**src/rtl/router_out_arbiter_pkg.sv**
```systemverilog
// Shared types and helpers for the router output-port arbiter and its round-robin picker.
package router_out_arbiter_pkg;

    typedef enum logic [1:0] {
        HEAD      = 2'd0,
        BODY      = 2'd1,
        TAIL      = 2'd2,
        HEAD_TAIL = 2'd3
    } flit_type_t;

    typedef enum logic {
        ARB_IDLE   = 1'b0,
        ARB_LOCKED = 1'b1
    } arb_state_t;

    localparam int unsigned N_PORTS_DEF = 5;

    function automatic logic is_head(input logic [1:0] ftype);
        return (ftype == HEAD) || (ftype == HEAD_TAIL);
    endfunction

    function automatic logic is_tail(input logic [1:0] ftype);
        return (ftype == TAIL) || (ftype == HEAD_TAIL);
    endfunction

endpackage

```
**src/rtl/rr_arbiter.sv**
```systemverilog
// Combinational round-robin picker: first set request at or above ptr, wrapping to 0.
module rr_arbiter #(
    parameter int unsigned N     = 5,
    parameter int unsigned IDX_W = (N > 1) ? $clog2(N) : 1
) (
    input  logic [N-1:0]     req,
    input  logic [IDX_W-1:0] ptr,
    output logic [N-1:0]     gnt,
    output logic [IDX_W-1:0] idx,
    output logic             any
);

    always_comb begin
        gnt = '0;
        idx = '0;
        any = 1'b0;
        // Upper segment [ptr, N-1] first, then the wrapped segment [0, ptr-1].
        for (int unsigned i = 0; i < N; i++) begin
            if (!any && req[i] && (i >= 32'(ptr))) begin
                any    = 1'b1;
                gnt[i] = 1'b1;
                idx    = IDX_W'(i);
            end
        end
        for (int unsigned i = 0; i < N; i++) begin
            if (!any && req[i] && (i < 32'(ptr))) begin
                any    = 1'b1;
                gnt[i] = 1'b1;
                idx    = IDX_W'(i);
            end
        end
    end

endmodule

```
**src/rtl/router_out_arbiter.sv**
```systemverilog
// Wormhole output-port arbiter: round-robin grant on head flits, locked until the tail transfers.
// Optional stall timeout with force-release is enabled by defining ROUTER_ARB_TIMEOUT_EN.
module router_out_arbiter
    import router_out_arbiter_pkg::*;
#(
    parameter int unsigned N_PORTS     = N_PORTS_DEF,
    parameter int unsigned PORT_W      = (N_PORTS > 1) ? $clog2(N_PORTS) : 1,
    parameter int unsigned TIMEOUT_CYC = 1024
) (
    input  logic                   clk,
    input  logic                   arst,
    input  logic [N_PORTS-1:0]     req_valid_i,
    input  logic [2*N_PORTS-1:0]   req_ftype_i,
    input  logic                   out_ready_i,
    output logic [N_PORTS-1:0]     grant_o,
    output logic [PORT_W-1:0]      sel_o,
    output logic                   locked_o,
    output logic                   xfer_o,
    output logic                   timeout_o
);

    arb_state_t          state_q, state_d;
    logic [PORT_W-1:0]   owner_q, owner_d;
    logic [PORT_W-1:0]   ptr_q, ptr_d;
    logic [N_PORTS-1:0]  grant_q, grant_d;

    logic [N_PORTS-1:0]  eligible;
    logic [N_PORTS-1:0]  win_gnt;
    logic [PORT_W-1:0]   win_idx;
    logic                win_any;
    logic                owner_valid;
    logic [1:0]          owner_ftype;
    logic                xfer;
    logic                timeout_hit;
    logic [PORT_W-1:0]   owner_next;

    always_comb begin
        eligible = '0;
        for (int unsigned i = 0; i < N_PORTS; i++) begin
            eligible[i] = req_valid_i[i] && is_head(req_ftype_i[2*i +: 2]);
        end
    end

    rr_arbiter #(
        .N     (N_PORTS),
        .IDX_W (PORT_W)
    ) u_rr (
        .req (eligible),
        .ptr (ptr_q),
        .gnt (win_gnt),
        .idx (win_idx),
        .any (win_any)
    );

    assign owner_valid = req_valid_i[owner_q];
    assign owner_ftype = req_ftype_i[{owner_q, 1'b0} +: 2];
    assign xfer        = (state_q == ARB_LOCKED) && owner_valid && out_ready_i;
    assign owner_next  = (owner_q == PORT_W'(N_PORTS - 1)) ? '0 : owner_q + PORT_W'(1);

`ifdef ROUTER_ARB_TIMEOUT_EN
    localparam int unsigned CNT_W = $clog2(TIMEOUT_CYC) + 1;

    logic [CNT_W-1:0] stall_cnt_q, stall_cnt_d;

    assign timeout_hit = (state_q == ARB_LOCKED) && !xfer &&
                         (stall_cnt_q == CNT_W'(TIMEOUT_CYC - 1));

    // Counts consecutive stalled locked cycles; any transfer or release restarts it.
    always_comb begin
        stall_cnt_d = '0;
        if ((state_q == ARB_LOCKED) && !xfer && !timeout_hit) begin
            stall_cnt_d = stall_cnt_q + CNT_W'(1);
        end
    end

    always_ff @(posedge clk) begin
        if (arst) begin
            stall_cnt_q <= '0;
        end else begin
            stall_cnt_q <= stall_cnt_d;
        end
    end
`else
    logic unused_timeout_cyc;
    assign unused_timeout_cyc = ^TIMEOUT_CYC;
    assign timeout_hit        = 1'b0;
`endif

    always_comb begin
        state_d = state_q;
        owner_d = owner_q;
        ptr_d   = ptr_q;
        grant_d = grant_q;
        unique case (state_q)
            ARB_IDLE: begin
                if (win_any) begin
                    state_d = ARB_LOCKED;
                    owner_d = win_idx;
                    grant_d = win_gnt;
                end
            end
            ARB_LOCKED: begin
                if ((xfer && is_tail(owner_ftype)) || timeout_hit) begin
                    state_d = ARB_IDLE;
                    grant_d = '0;
                    ptr_d   = owner_next;
                end
            end
        endcase
    end

    always_ff @(posedge clk) begin
        if (arst) begin
            state_q <= ARB_IDLE;
            owner_q <= '0;
            ptr_q   <= '0;
            grant_q <= '0;
        end else begin
            state_q <= state_d;
            owner_q <= owner_d;
            ptr_q   <= ptr_d;
            grant_q <= grant_d;
        end
    end

    assign grant_o   = grant_q;
    assign sel_o     = owner_q;
    assign locked_o  = (state_q == ARB_LOCKED);
    assign xfer_o    = xfer;
    assign timeout_o = timeout_hit;

endmodule

```
**config.mk**
```make
export PLATFORM = sky130hd
export DESIGN_NAME = router_out_arbiter
export DESIGN_NICKNAME = d
export VERILOG_FILES = /design/src/rtl/router_out_arbiter_pkg.sv /design/src/rtl/rr_arbiter.sv /design/src/rtl/router_out_arbiter.sv
export SDC_FILE = /design/constraint.sdc
export NUM_CORES = 1
export LEC_CHECK = 0
export ABC_AREA = 1
export ABC_CLOCK_PERIOD_IN_PS = 1800
export CAP_MARGIN = 20
export CORE_AREA = 2 2 49 51
export CTS_BUF_LIST = sky130_fd_sc_hd__clkbuf_4 sky130_fd_sc_hd__clkbuf_8
export DETAILED_ROUTE_END_ITERATION = 10
export DIE_AREA = 0 0 51 53
export PLACE_DENSITY = 0.82
export SETUP_SLACK_MARGIN = 0.2
export SKIP_CTS_REPAIR_TIMING = 1
export SYNTH_ARGS = -nofsm -noshare
export SYNTH_HDL_FRONTEND = slang
export SYNTH_SLANG_ARGS = --single-unit
```
**constraint.sdc**
```tcl
create_clock -name clk -period 1.8 [get_ports clk]
set_input_delay 0.45 -clock clk [delete_from_list [all_inputs] [get_ports clk]]
set_output_delay 0.45 -clock clk [all_outputs]
set_load 0.05 [all_outputs]
```
==> flow_metrics.tcl <==
set metrics [dict create \
    status "finished with violations" \
    violations "negative setup slack" \
    ys_seq_elements 12 \
    drtIter0Drc 20 \
    startpoint_type "flip-flop" \
    drt-total-wl_mm 2.92 \
    antenna_found_initial 0 \
    p_seq_frac 0.309 \
    pwr-share-comb 0.484 \
    synth_area_leaders "dfxtp_1, nand2_1, inv_1" \
    synth_edf_count 0 \
    syn_to_final_growth_pct 68.6 \
    switching_share 0.389 \
    ir_drop_mv 0.568 \
    muxShareOfSynthArea 0 \
    dr_total_vias 1142 \
    tns_ps -222 \
    dieArea_um2 2700 \
    die_y_um 53 \
    io_buffer_count 27 \
    syn_area_per_cell_um2 6.98 \
    synth_xor_area_frac 0 \
    netSwitchingPower_uw 398 \
    rr_startpoint "ptr_q[2]" \
    ff_latch_area_um2 253 \
    diodes 0 \
    powerDensity_nw_per_um2 612 \
    root_buffer "clkbuf_4" \
    tritoncts "built" \
    max_freq_mhz 495 \
    critPathMaxFanout 8 \
    setup_viol 1 \
    coreArea_um2 2150 \
    worst-setup-path-type "reg -> out" \
    wl_per_cell_um 13.0 \
    dieWidth_um 51 \
    cts_inserted_buffers 3 \
    grt-ovfl-total 0 \
    place.gp.congestion 0.837 \
    dp.cells 212 \
    worstHoldPathType "reg -> reg" \
    netlist_area_um2 991 \
    yosys.area.top_type_share 0.242 \
    ys_async_sr_fraction 0 \
    ys.flop_type "dfxtp_1" \
    htree_levels 1 \
    grt_max_degree 13 \
    seq_area_frac_synth 0.242 \
    drt_pass1_iterations 5 \
    grt_pass1_vias 1091 \
    endpoint_kind "primary output" \
    clockBufferDepth 2 \
    clk_pin_slew_ps 70 \
    syn_nets 162 \
    critPathLaunch "sel_o[0]" \
    clock_latency_ps 270 \
    fin_nets 217 \
    required_ps 1350 \
    yosys.area.top_type "dfxtp_1" \
    start_util 0.461 \
    yosysWarnings 0 \
    rsz0062_at_grt "yes" \
    grt.total_usage 0.218 \
    hold_start "grant_o[1]" \
    synthTopCellsByCount "nand2_1, inv_1, nor2_1" \
    fin_ws_ps -222 \
    yosys.area_share.simple 0.388 \
    power.share.clock 0.207 \
    synth_top_family_by_area "simple AND/OR/NAND/NOR gates" \
    p_leak_nw 0.838 \
    syn_inst 142 \
    finalPower_mw 1.02 \
    cts_sinks 12 \
    fillCellCount 152 \
    period_needed_ps 2020 \
    detail-route-antenna-nets 0 \
    slew_viol_final 0 \
    grt_pass1_wl_mm 4.42 \
    drc_errors 0 \
    synth-compound-area-share 0.221 \
    io_pins 29 \
    yosysMostFrequentCell "nand2_1" \
    clock-skew-final_ps 2.35 \
    multi_input_area_um2 759 \
    cp_data_arrival_time_ps 1570 \
    final_cells 224 \
    rows 17 \
    drv_cap 0 \
    hpwl_mm 2.12 \
    hold_violations 0 \
    final_util 0.778 \
    fin_crit_sh 1.12 \
    synth_fa_ha_area_frac 0.0253 \
    layout-drive-gt1-share 0.526 \
    ys_types 34 \
    vias_per_cell 5.10 \
    p_int_uw 625 \
]
[per-stage QoR]
| step | instance area (um^2) | hold WS, ps | worst slack [ps] |
|---|---|---|---|
| 2_1_floorplan | 1020 | 470 | 109 |
| 3_3_place_gp | 1430 | 463 | -425 |
| 3_5_place_dp | 1430 | 471 | -459 |
| 4_1_cts | 1470 | 485 | -454 |
| 5_1_grt | 1670 | 501 | -347 |
| 6_report | 1670 | 479 | -222 |
[cell usage in the layout (no fill, tap or decap), types with 3 or more instances in the layout]
master / netlist / final
a211oi_2: 1 / 3
a21oi_1: 8 / 5
a21oi_2: 7 / 10
buf_4: 1 / 32
clkbuf_4: 0 / 3
dfxtp_1: 12 / 6
dfxtp_2: 0 / 4
dlymetal6s2s_1: 0 / 14
inv_1: 19 / 13
inv_2: 4 / 8
nand2_1: 23 / 19
nand2_2: 3 / 6
nand2_4: 1 / 3
nand3_1: 7 / 5
nand3_2: 7 / 8
nor2_1: 15 / 8
nor2_2: 0 / 6
nor2_4: 2 / 3
o21ai_0: 9 / 6
o21ai_1: 2 / 4
[worst paths after layout]
check,endpoint,slack [ps],cells past startpoint
setup / recovery,xfer_o,-220,7
hold / removal,grant_o[1],480,2
setup reg to reg,grant_o[0],100,12
hold reg to reg,grant_o[1],480,2
[layer usage]
| layer | global-route usage | part of all wire | up-vias |
|---|---|---|---|
| li1 | - | - | 577 |
| met1 | 0.228 | 0.41 | 530 |
| met2 | 0.422 | 0.53 | 30 |
| met3 | 0.0311 | 0.045 | 5 |
| met4 | 0.108 | 0.015 | 0 |
| met5 | 0 | 0 | - |
[cell families after synthesis]
group	Yosys count
buf+inv	27
flops	12
fa+ha+maj	2
simple gates	66
compound gates	34
other cells	1
[state kept, by name, summed over array words and instances (netlist names)]
name	flops
grant_o	5
ptr_q	3
sel_o	3
locked_o	1
[critical path, stage by stage, from the launching register on]
cell	delay, ps
dfxtp_4	400
nor2_2	50
nor2_1	110
o21ai_1	70
a21oi_1	170
o21bai_4	150
and3_4	210
buf_12	130
[area by class of cell]
class,instances,share of cell area
Clock buffer,4,0.0217
Inverter,24,0.0569
Multi-Input combinational cell,104,0.455
Sequential cell,12,0.151
Tap cell,28,0.0210
Timing Repair Buffer,52,0.294
[power groups by stage]
stage	combinational, mW	sequential [mW]	clock (mW)
2_1_floorplan	0.213	0.369	0
3_3_place_gp	0.413	0.321	0
3_5_place_dp	0.423	0.322	0
4_1_cts	0.425	0.316	0.216
5_1_grt	0.530	0.320	0.236
6_report	0.495	0.316	0.211
No activity file was read; power rests on OpenSTA's default activity.
